--- src/rtl/seg7_scan_scheduler_if.sv ---
// Write/commit port of the 7-segment scan scheduler.
// The writer uses master; the scheduler uses slave.
interface seg7_scan_scheduler_if;
    logic       wr_valid;
    logic       wr_ready;
    logic [2:0] wr_addr;
    logic [3:0] wr_data;
    logic       wr_dp;
    logic       commit;
    logic       commit_pending;

    modport master (
        output wr_valid, wr_addr, wr_data, wr_dp, commit,
        input  wr_ready, commit_pending
    );

    modport slave (
        input  wr_valid, wr_addr, wr_data, wr_dp, commit,
        output wr_ready, commit_pending
    );
endinterface

--- src/rtl/seg7_scan_scheduler.sv ---
// Multiplexed 8-digit active-low 7-segment driver.
// Uses a shadow/active digit store and inserts anode dead-time between digits.
module seg7_scan_scheduler #(
    parameter int unsigned NUM_DIGITS   = 8,
    parameter int unsigned SCAN_CYCLES  = 100000,
    parameter int unsigned BLANK_CYCLES = 1000
) (
    input  logic                  clk,
    input  logic                  reset,
    input  logic                  enable,
    input  logic                  lz_blank,
    seg7_scan_scheduler_if.slave  wr,
    output logic                  frame_done,
    output logic [6:0]            seg,
    output logic                  dp,
    output logic [7:0]            an
);
    localparam int unsigned CMAX = (SCAN_CYCLES > BLANK_CYCLES) ? SCAN_CYCLES : BLANK_CYCLES;
    localparam int unsigned CW   = $clog2(CMAX + 1);

    typedef enum logic [1:0] {IDLE, BLANK, DRIVE} state_t;

    state_t                         state_q, state_d;
    logic [2:0]                     idx_q, idx_d;
    logic [CW-1:0]                  cnt_q, cnt_d;
    logic [7:0]                     an_q, an_d;
    logic [6:0]                     seg_q, seg_d;
    logic                           dp_q, dp_d;
    logic                           fd_q, fd_d;
    logic                           pending_q, pending_d;
    logic [NUM_DIGITS-1:0][3:0]     sh_val_q, sh_val_d, act_val_q, act_val_d;
    logic [NUM_DIGITS-1:0]          sh_dp_q, sh_dp_d, act_dp_q, act_dp_d;
    logic [NUM_DIGITS-1:0]          lz_mask;
    logic                           last_drive, frame_end, apply, wr_fire;

    function automatic logic [6:0] hex7(input logic [3:0] v);
        case (v)
            4'h0: hex7 = 7'b1000000;
            4'h1: hex7 = 7'b1111001;
            4'h2: hex7 = 7'b0100100;
            4'h3: hex7 = 7'b0110000;
            4'h4: hex7 = 7'b0011001;
            4'h5: hex7 = 7'b0010010;
            4'h6: hex7 = 7'b0000010;
            4'h7: hex7 = 7'b1111000;
            4'h8: hex7 = 7'b0000000;
            4'h9: hex7 = 7'b0010000;
            4'hA: hex7 = 7'b0001000;
            4'hB: hex7 = 7'b0000011;
            4'hC: hex7 = 7'b1000110;
            4'hD: hex7 = 7'b0100001;
            4'hE: hex7 = 7'b0000110;
            default: hex7 = 7'b0001110;
        endcase
    endfunction

    // A digit is a leading zero when it and every digit above it are zero.
    always_comb begin
        logic lead;
        lead    = 1'b1;
        lz_mask = '0;
        for (int unsigned k = NUM_DIGITS; k > 0; k--) begin
            lead = lead & (act_val_q[k-1] == 4'd0);
            if (k > 1) lz_mask[k-1] = lead & lz_blank;
        end
    end

    always_comb begin
        last_drive = (state_q == DRIVE) && (cnt_q == CW'(SCAN_CYCLES - 1));
        frame_end  = last_drive && (idx_q == 3'(NUM_DIGITS - 1));
        apply      = pending_q && (frame_end || state_q == IDLE);
        wr_fire    = wr.wr_valid && !apply && ({29'd0, wr.wr_addr} < NUM_DIGITS);

        sh_val_d = sh_val_q;
        sh_dp_d  = sh_dp_q;
        if (wr_fire) begin
            sh_val_d[wr.wr_addr] = wr.wr_data;
            sh_dp_d[wr.wr_addr]  = wr.wr_dp;
        end
        act_val_d = apply ? sh_val_q : act_val_q;
        act_dp_d  = apply ? sh_dp_q  : act_dp_q;
        // A commit seen on the applying cycle re-arms for the next frame end.
        pending_d = apply ? wr.commit : (pending_q | wr.commit);

        state_d = state_q;
        idx_d   = idx_q;
        cnt_d   = cnt_q;
        an_d    = an_q;
        seg_d   = seg_q;
        dp_d    = dp_q;
        fd_d    = 1'b0;
        if (!enable) begin
            state_d = IDLE;
            idx_d   = '0;
            cnt_d   = '0;
            an_d    = '1;
            seg_d   = '1;
            dp_d    = 1'b1;
        end else begin
            case (state_q)
                IDLE: begin
                    state_d = BLANK;
                    idx_d   = '0;
                    cnt_d   = '0;
                    an_d    = '1;
                    seg_d   = '1;
                    dp_d    = 1'b1;
                end
                BLANK: begin
                    if (cnt_q == CW'(BLANK_CYCLES - 1)) begin
                        state_d = DRIVE;
                        cnt_d   = '0;
                        an_d    = ~(8'd1 << idx_q);
                        seg_d   = lz_mask[idx_q] ? 7'h7F : hex7(act_val_q[idx_q]);
                        dp_d    = ~act_dp_q[idx_q];
                    end else begin
                        cnt_d = cnt_q + CW'(1);
                    end
                end
                DRIVE: begin
                    if (last_drive) begin
                        state_d = BLANK;
                        cnt_d   = '0;
                        an_d    = '1;
                        seg_d   = '1;
                        dp_d    = 1'b1;
                        if (frame_end) begin
                            idx_d = '0;
                            fd_d  = 1'b1;
                        end else begin
                            idx_d = idx_q + 3'd1;
                        end
                    end else begin
                        cnt_d = cnt_q + CW'(1);
                    end
                end
                default: state_d = IDLE;
            endcase
        end
    end

    always_ff @(posedge clk or posedge reset) begin
        if (reset) begin
            state_q   <= IDLE;
            idx_q     <= '0;
            cnt_q     <= '0;
            an_q      <= '1;
            seg_q     <= '1;
            dp_q      <= 1'b1;
            fd_q      <= 1'b0;
            pending_q <= 1'b0;
            sh_val_q  <= '0;
            sh_dp_q   <= '0;
            act_val_q <= '0;
            act_dp_q  <= '0;
        end else begin
            state_q   <= state_d;
            idx_q     <= idx_d;
            cnt_q     <= cnt_d;
            an_q      <= an_d;
            seg_q     <= seg_d;
            dp_q      <= dp_d;
            fd_q      <= fd_d;
            pending_q <= pending_d;
            sh_val_q  <= sh_val_d;
            sh_dp_q   <= sh_dp_d;
            act_val_q <= act_val_d;
            act_dp_q  <= act_dp_d;
        end
    end

    assign wr.wr_ready       = ~apply;
    assign wr.commit_pending = pending_q;
    assign frame_done        = fd_q;
    assign seg               = seg_q;
    assign dp                = dp_q;
    assign an                = an_q;
endmodule

--- src/flat_wrapper.sv ---
// flat-port wrapper written by rule: the top's interface ports become plain ports
module seg7_scan_scheduler_flat 
#(
    parameter int unsigned NUM_DIGITS   = 8,
    parameter int unsigned SCAN_CYCLES  = 100000,
    parameter int unsigned BLANK_CYCLES = 1000
)
  (clk, reset, enable, lz_blank, frame_done, seg, dp, an, wr_wr_valid, wr_wr_addr, wr_wr_data, wr_wr_dp, wr_commit, wr_wr_ready, wr_commit_pending);
  seg7_scan_scheduler_if wr_i ();
  input  logic clk;
  input  logic reset;
  input  logic enable;
  input  logic lz_blank;
  output logic frame_done;
  output logic [6:0] seg;
  output logic dp;
  output logic [7:0] an;
  input wire logic [$bits(wr_i.wr_valid)-1:0] wr_wr_valid;
  input wire logic [$bits(wr_i.wr_addr)-1:0] wr_wr_addr;
  input wire logic [$bits(wr_i.wr_data)-1:0] wr_wr_data;
  input wire logic [$bits(wr_i.wr_dp)-1:0] wr_wr_dp;
  input wire logic [$bits(wr_i.commit)-1:0] wr_commit;
  output wire logic [$bits(wr_i.wr_ready)-1:0] wr_wr_ready;
  output wire logic [$bits(wr_i.commit_pending)-1:0] wr_commit_pending;
  assign wr_i.wr_valid = wr_wr_valid;
  assign wr_i.wr_addr = wr_wr_addr;
  assign wr_i.wr_data = wr_wr_data;
  assign wr_i.wr_dp = wr_wr_dp;
  assign wr_i.commit = wr_commit;
  assign wr_wr_ready = wr_i.wr_ready;
  assign wr_commit_pending = wr_i.commit_pending;
  seg7_scan_scheduler #(.NUM_DIGITS(NUM_DIGITS), .SCAN_CYCLES(SCAN_CYCLES), .BLANK_CYCLES(BLANK_CYCLES)) u_core (.clk(clk), .reset(reset), .enable(enable), .lz_blank(lz_blank), .wr(wr_i), .frame_done(frame_done), .seg(seg), .dp(dp), .an(an));
endmodule
--- config.mk ---
export PLATFORM = sky130hd
export DESIGN_NAME = seg7_scan_scheduler_flat
export DESIGN_NICKNAME = d
export VERILOG_FILES = /design/src/rtl/seg7_scan_scheduler_if.sv /design/src/rtl/seg7_scan_scheduler.sv /design/src/flat_wrapper.sv
export SDC_FILE = /design/constraint.sdc
export NUM_CORES = 1
export LEC_CHECK = 0
export CORE_MARGIN = 5
export CORE_UTILIZATION = 45
export DETAILED_ROUTE_END_ITERATION = 10
export GPL_TIMING_DRIVEN = 0
export PLACE_DENSITY = 0.74
export SLEW_MARGIN = 10
export SYNTH_ARGS = -nofsm -noshare
export SYNTH_HDL_FRONTEND = slang
export SYNTH_SLANG_ARGS = --single-unit
--- constraint.sdc ---
create_clock -name clk -period 5.68 [get_ports clk]
set_clock_uncertainty 0.15 [all_clocks]
set_input_delay 1.704 -clock clk [delete_from_list [all_inputs] [get_ports clk]]
set_output_delay 1.704 -clock clk [all_outputs]
set_load 0.05 [all_outputs]
; ---- Yosys cells after proc, flatten, opt, wreduce, memory -nomap -nowiden
; Memory sizes are Yosys's and may differ from the RTL's.
; Index checks and enable logic that the tools add are counted.
[op_classes]
addsub = 2
mul = 0
div_mod_pow = 0
order_cmp = 3
n_eq_ne = 9
shifts = 1
n_mux = 42
bitwise_logic = 17
n_reduce_logical = 18
[op_table]
columns = cell, n
row1 = $mux 17, 3
row2 = $pmux 17 s3, 1
row3 = $bwmux 32, 1
row4 = $logic_not 4->1, 7
row5 = $mux 7, 4
row6 = $mux 8, 3
row7 = $pmux 8 s3, 1
row8 = $pmux 7 s3, 1
row9 = $add 17x1->17 const B, 1
row10 = $eq 17x10->1 const B, 1
row11 = $eq 17x17->1 const B, 1
row12 = $and 1x1->1, 13
row13 = $bmux 4 s3, 1
row14 = $demux 4 s3, 1
row15 = $mux 1, 11
row16 = $mux 3, 3
row17 = $bwmux 8, 1
row18 = $lt 3x4->1 const B, 2
row19 = $mux 4, 2
row20 = $not 8->8, 1
row21 = $shl 1x3->8 const A, 1
row22 = $bmux 1 s3, 2
row23 = $mux 2, 3
row24 = $ne 3x2->1 const B, 2
row25 = other kinds (19), 25
[word_totals]
reg_bits = 120
latchBits = 0
mem_bits_rw = 0
romBits = 112
in_bits = 14
out_inout_bits = 19
word_cells = 119
memories = 1
[memory_table]
columns = memory, words, word_bits, read_ports, rd_clocked_by_memory_dff, write_ports, line_no
row1 = (name not given), 16, 7, 1, 0, 0, seg7_scan_scheduler.sv:37  ; case (v)

; ---- Logic depth before layout (Yosys ltp)
; Gate-level depths: netlist (run 1).
[depth]
word_depth = 14
mapped_depth = 10
depth_no_buf = 8

; ---- Least setup slack after synthesis (run 1)
; Ideal clock, no wire load.
[synth_timing]
path_type = flip-flop to output port
startpoint = register u_core.state_q[0]
endpoint = output port wr_wr_ready
arrival_ps = 1844
t_required_ps = 3826
setup_slack_ps = 1982
stages_incl_launch_ff = 8
path_buffers = 1
path_cell_list = dfrtp_1 inv_1 ha_1 nand4bb_1 nor4_4 a31o_2 nand2_2 buf_2
[synth_between]
elab_chain_cells = 6
elab_cells_between_ends = 7
cone_classes = eq/ne (1) / bitwise (1) / reduce/logical (5)
[synth_rtl]
columns = element, line_no
row1 = start: declaration, seg7_scan_scheduler.sv:23  ; state_t state_q, state_d;
row2 = start signal: assignment, seg7_scan_scheduler.sv:157  ; state_q <= state_d;
row3 = $eq 2x2->1, seg7_scan_scheduler.sv:69  ; last_drive = (state_q == DRIVE) && (cnt_q == CW'(SCAN_CYCLES - 1));
row4 = $logic_and 1x1->1, seg7_scan_scheduler.sv:69
row5 = $logic_and 1x1->1, seg7_scan_scheduler.sv:70  ; frame_end = last_drive && (idx_q == 3'(NUM_DIGITS - 1));
row6 = $logic_or 1x1->1 *, seg7_scan_scheduler.sv:71  ; apply = pending_q && (frame_end || state_q == IDLE);
row7 = $logic_and 1x1->1 *, seg7_scan_scheduler.sv:71
row8 = $not 1->1 *, seg7_scan_scheduler.sv:172  ; assign wr.wr_ready = ~apply;
row9 = end: declaration, flat_wrapper.sv:23  ; output wire logic [$bits(wr_i.wr_ready)-1:0] wr_wr_ready;
; Every way passes the cells marked *; elsewhere a longest branch is shown, timed or not.

; ---- Final worst setup path (run 1)
; Ends and elaborated chain as after synthesis.

==> impl_metrics.ini, run 1 <==
[timing]
finalWorstSetupSlack_ps = 546
grt_setup_unrepaired = no
slew_at_the_pin_closest_to_its_max_slew_limit_ps = 1110
drv_slew = 0
max_slew_headroom_pct = 25.4
setup-tns-final_ps = 0
finalSetupViolations = 0
final.period_utilization_pct = 90.4
final_critical_path_time_including_i_o_delays_and_setup_ps = 5130
finalHoldViolations = 0
clock.fmax_ghz = 0.195

[placed_design]
dpl.hpwl_um = 9480
place_ws_ps = 1020
gpl.final_weighted_congestion = 0.869
place.detailed.instances = 701
place.port_buffers = 30
dpl-instance-area_sq_um = 6580

[cts]
post_cts_resize_count = 0
cts_root_buf = sky130_fd_sc_hd__clkbuf_16
cts_made_buffers = 17
htree_levels = 4
tritoncts = done
worst_setup_hold_path_clk_slew_ps = 60
cts_hold_buf = 0
cts.path.max_buffers = 2
postCtsSetupRepairBufs = 0
numClockSinks = 120
clock_latency_ps = 420

[global_routing]
antenna_violations_before_repair = 0
via_count_of_the_first_global_routing_pass = 4215
grt_pass1_wl_um = 22500
grt_start_max_net_pins = 83
grt_util_all_layers_pct = 17.9
grt_overflow_total = 0

[floorplanning]
die-area_sq_um = 15800
starting_utilization_of_the_core_area_pct = 45.7
pin_count = 33
rows = 42
floorplan.die.width_um = 126
die_y_um = 126
design.core.area_sq_um = 13200

[synthesis]
async_flop_share_pct = 100
syn_inst = 494
mappedNetlistArea_sq_um = 6030
postSynthRegisterBits = 120
synth.net_count = 525
yosys.area.top_type_share_pct = 43.2
synth_cell_type_count = 60
synth.yosys.seq_area_share_pct = 50.1
synth_top_flop_cell = sky130_fd_sc_hd__dfrtp_1
synth.yosys.warnings = 0
post-synth-top-area-cell = sky130_fd_sc_hd__dfrtp_1
post_synth.cell_area_avg_sq_um = 12.2
count_of_flip_flops_with_a_built_in_enable_after_synthesis = 0
synth.top_cells.by_area = sky130_fd_sc_hd__dfrtp_1 43%, sky130_fd_sc_hd__mux2_2 16%, sky130_fd_sc_hd__dfstp_2 7.0%, sky130_fd_sc_hd__ha_1 3.5%, sky130_fd_sc_hd__nand2_1 2.7%

[setup_path]
r2r.worst_path.cells = 7
start_kind = flop
regToRegEndpoint = u_core.sh_val_q[2]$_DFFE_PP0P_
critical_path_class = reg -> out
path_max_fanout = 10
r2r_setup_slack_ps = 2600
worstPathRequired_ps = 3830
cp_data_arrival_time_ps = 3280
cp-end-kind = output port
r2r_start = u_core.state_q[0]$_DFFE_PP0P_

[hold_path]
hold-path-cell-count = 1
min-delay-path-class = reg -> reg
hold_path.startpoint = u_core.sh_val_q[5]$_DFFE_PP0P_
timing.hold.worst_endpoint = u_core.act_val_q[5]$_DFFE_PP0P_

[routing]
detailroute.wirelength.met3_um = 682
final_antenna_net_count = 0
routed_wl_um = 13300
wl_met2_um = 6420
post_drt_via_cell_ratio = 5.77
drt_first_iter_violations = 263
wl_per_cell_um = 18.1
met1_length_um = 6000
drt_pass1_iterations = 5
drc_errors = 0
route.vias.total = 4225
maxUsedRoutingLayer = met4

[power]
power.density_nw_per_um2 = 511
max-vdd-ir-drop_mv = 0.338
leakage_nw = 2.91

[layout]
finalNonFillerCells = 732
most-common-layout-cells = 104 x sky130_fd_sc_hd__dfrtp_1, 83 x sky130_fd_sc_hd__mux2_2, 43 x sky130_fd_sc_hd__nand2_1, 30 x sky130_fd_sc_hd__clkdlybuf4s50_1, 20 x sky130_fd_sc_hd__a31oi_1
area_delta_synth_final_pct = 18.3
utilization_pct = 54.1
postLayoutCellArea_sq_um = 7130
layout-drive-gt1-share_pct = 29.1
finalNetCount = 575
num_antenna_cells = 0
layout.cells.most_common = sky130_fd_sc_hd__dfrtp_1

[outcome]
run_status = complete, no violations

[run]
cap_violations = 0
[through the flow]
step / total power [mW] / hold slack (ps)
2_1_floorplan: 2.30 / 302
3_3_place_gp: 2.56 / 313
3_5_place_dp: 2.65 / 334
4_1_cts: 3.66 / 348
5_1_grt: 3.86 / 366
6_report: 3.65 / 346
[worst max path at each step]
stage                                        startpoint                          endpoint  slack, ps  depth (start not counted)
after floorplan                                   reset    u_core.act_dp_q[0]$_DFFE_PP0P_        670                          1
after global placement                            reset  u_core.act_val_q[22]$_DFFE_PP0P_       -880                          2
after detailed placement  u_core.state_q[0]$_DFFE_PP0P_                       wr_wr_ready       1020                          8
after CTS                 u_core.state_q[0]$_DFFE_PP0P_                       wr_wr_ready        560                          8
after global routing      u_core.state_q[0]$_DFFE_PP0P_                       wr_wr_ready        360                          8
final                     u_core.state_q[0]$_DFFE_PP0P_                       wr_wr_ready        550                          8
[power breakdown]
part           leakage, nW  internal, mW  total [mW]  switching, mW
clock network        0.261         0.599        1.00          0.402
logic                 1.19         0.600        1.24          0.635
registers             1.46          1.20        1.41          0.215
total                 2.91          2.40        3.65           1.25
[metal layers]
| metal | vias up | GRT usage [%] |
|---|---|---|
| met5 | - | 0 |
| met4 | 0 | 5.43 |
| met3 | 14 | 5.29 |
| met2 | 119 | 28.5 |
| met1 | 2133 | 23.8 |
| li1 | 1959 | - |
[cell usage after synthesis, types with 10 or more instances]
| cell type | number |
|---|---|
| sky130_fd_sc_hd__nand4_1 | 10 |
| sky130_fd_sc_hd__clkbuf_1 | 11 |
| sky130_fd_sc_hd__inv_1 | 15 |
| sky130_fd_sc_hd__a31oi_1 | 20 |
| sky130_fd_sc_hd__dfstp_2 | 16 |
| sky130_fd_sc_hd__ha_1 | 17 |
| sky130_fd_sc_hd__nor4_1 | 11 |
| sky130_fd_sc_hd__o21ai_0 | 14 |
| sky130_fd_sc_hd__mux2_2 | 83 |
| sky130_fd_sc_hd__nor2_1 | 12 |
| sky130_fd_sc_hd__dfrtp_1 | 104 |
| sky130_fd_sc_hd__a21oi_1 | 10 |
| sky130_fd_sc_hd__nand2_1 | 43 |
[cell families after synthesis]
kind of cell               Yosys count  share of synthesized area (%)
DFF                                120                           50.1
and+or+nand+nor                    118                           10.8
muxes                              102                           21.1
AOI/OAI and AO/OA                   93                           10.8
buffers and inverters               39                           2.93
adders and majority gates           17                           3.53
xor gates and xnor gates             5                          0.726
[worst max-delay path: stages (launching register included)]
cell	delay (ps)
sky130_fd_sc_hd__dfrtp_1	460
sky130_fd_sc_hd__inv_1	160
sky130_fd_sc_hd__ha_1	240
sky130_fd_sc_hd__nand4bb_1	190
sky130_fd_sc_hd__nor4_4	380
sky130_fd_sc_hd__a31o_2	330
sky130_fd_sc_hd__nand2_2	120
sky130_fd_sc_hd__buf_2	240
sky130_fd_sc_hd__clkdlybuf4s50_1	730
[sequential cells by signal, summed over array words and instances (netlist names)]
name	cells
u_core.act_val_q	32
u_core.sh_val_q	32
u_core.cnt_q	17
u_core.act_dp_q	8
u_core.an	8
u_core.sh_dp_q	8
u_core.seg	7
u_core.idx_q	3
u_core.state_q	2
u_core.dp	1
u_core.frame_done	1
u_core.wr.commit_pending	1
[area by class of cell]
type	count	area (sq um)
buffer	24	120
clock buffer	17	425
clock inverter	14	128
fill	1088	6060
inverter	15	61.3
multi-input combinational	335	2830
sequential	120	3020
tap	176	220
timing repair buffer	31	328
(Power assumes the default switching activity.)
==> run 2, diff against run 1 <==
Clock period 5.68 ns to 6.47 ns, I/O delays scaled along.
==> results of run 2 <==
The final DEF is identical to that of run 1. Status: complete, no violations.
Among the figures that moved: setup slack after placement 1020 ps -> 1580 ps; setup slack after layout 546 ps -> 1100 ps; register-to-register setup slack 2600 ps -> 3390 ps; total power 3.65 mW -> 3.20 mW; worst IR drop on VDD 0.338 mV -> 0.297 mV
==> run 3, diff against run 2 <==
Clock period 6.47 ns to 5.4 ns, I/O delays scaled along.
==> results of run 3 <==
The final DEF is identical to that of run 1. Status: complete, no violations.
Among the figures that moved: setup slack after placement 1020 ps -> 827 ps; setup slack after layout 546 ps -> 350 ps; register-to-register setup slack 2600 ps -> 2320 ps; total power 3.65 mW -> 3.84 mW; worst IR drop on VDD 0.338 mV -> 0.356 mV
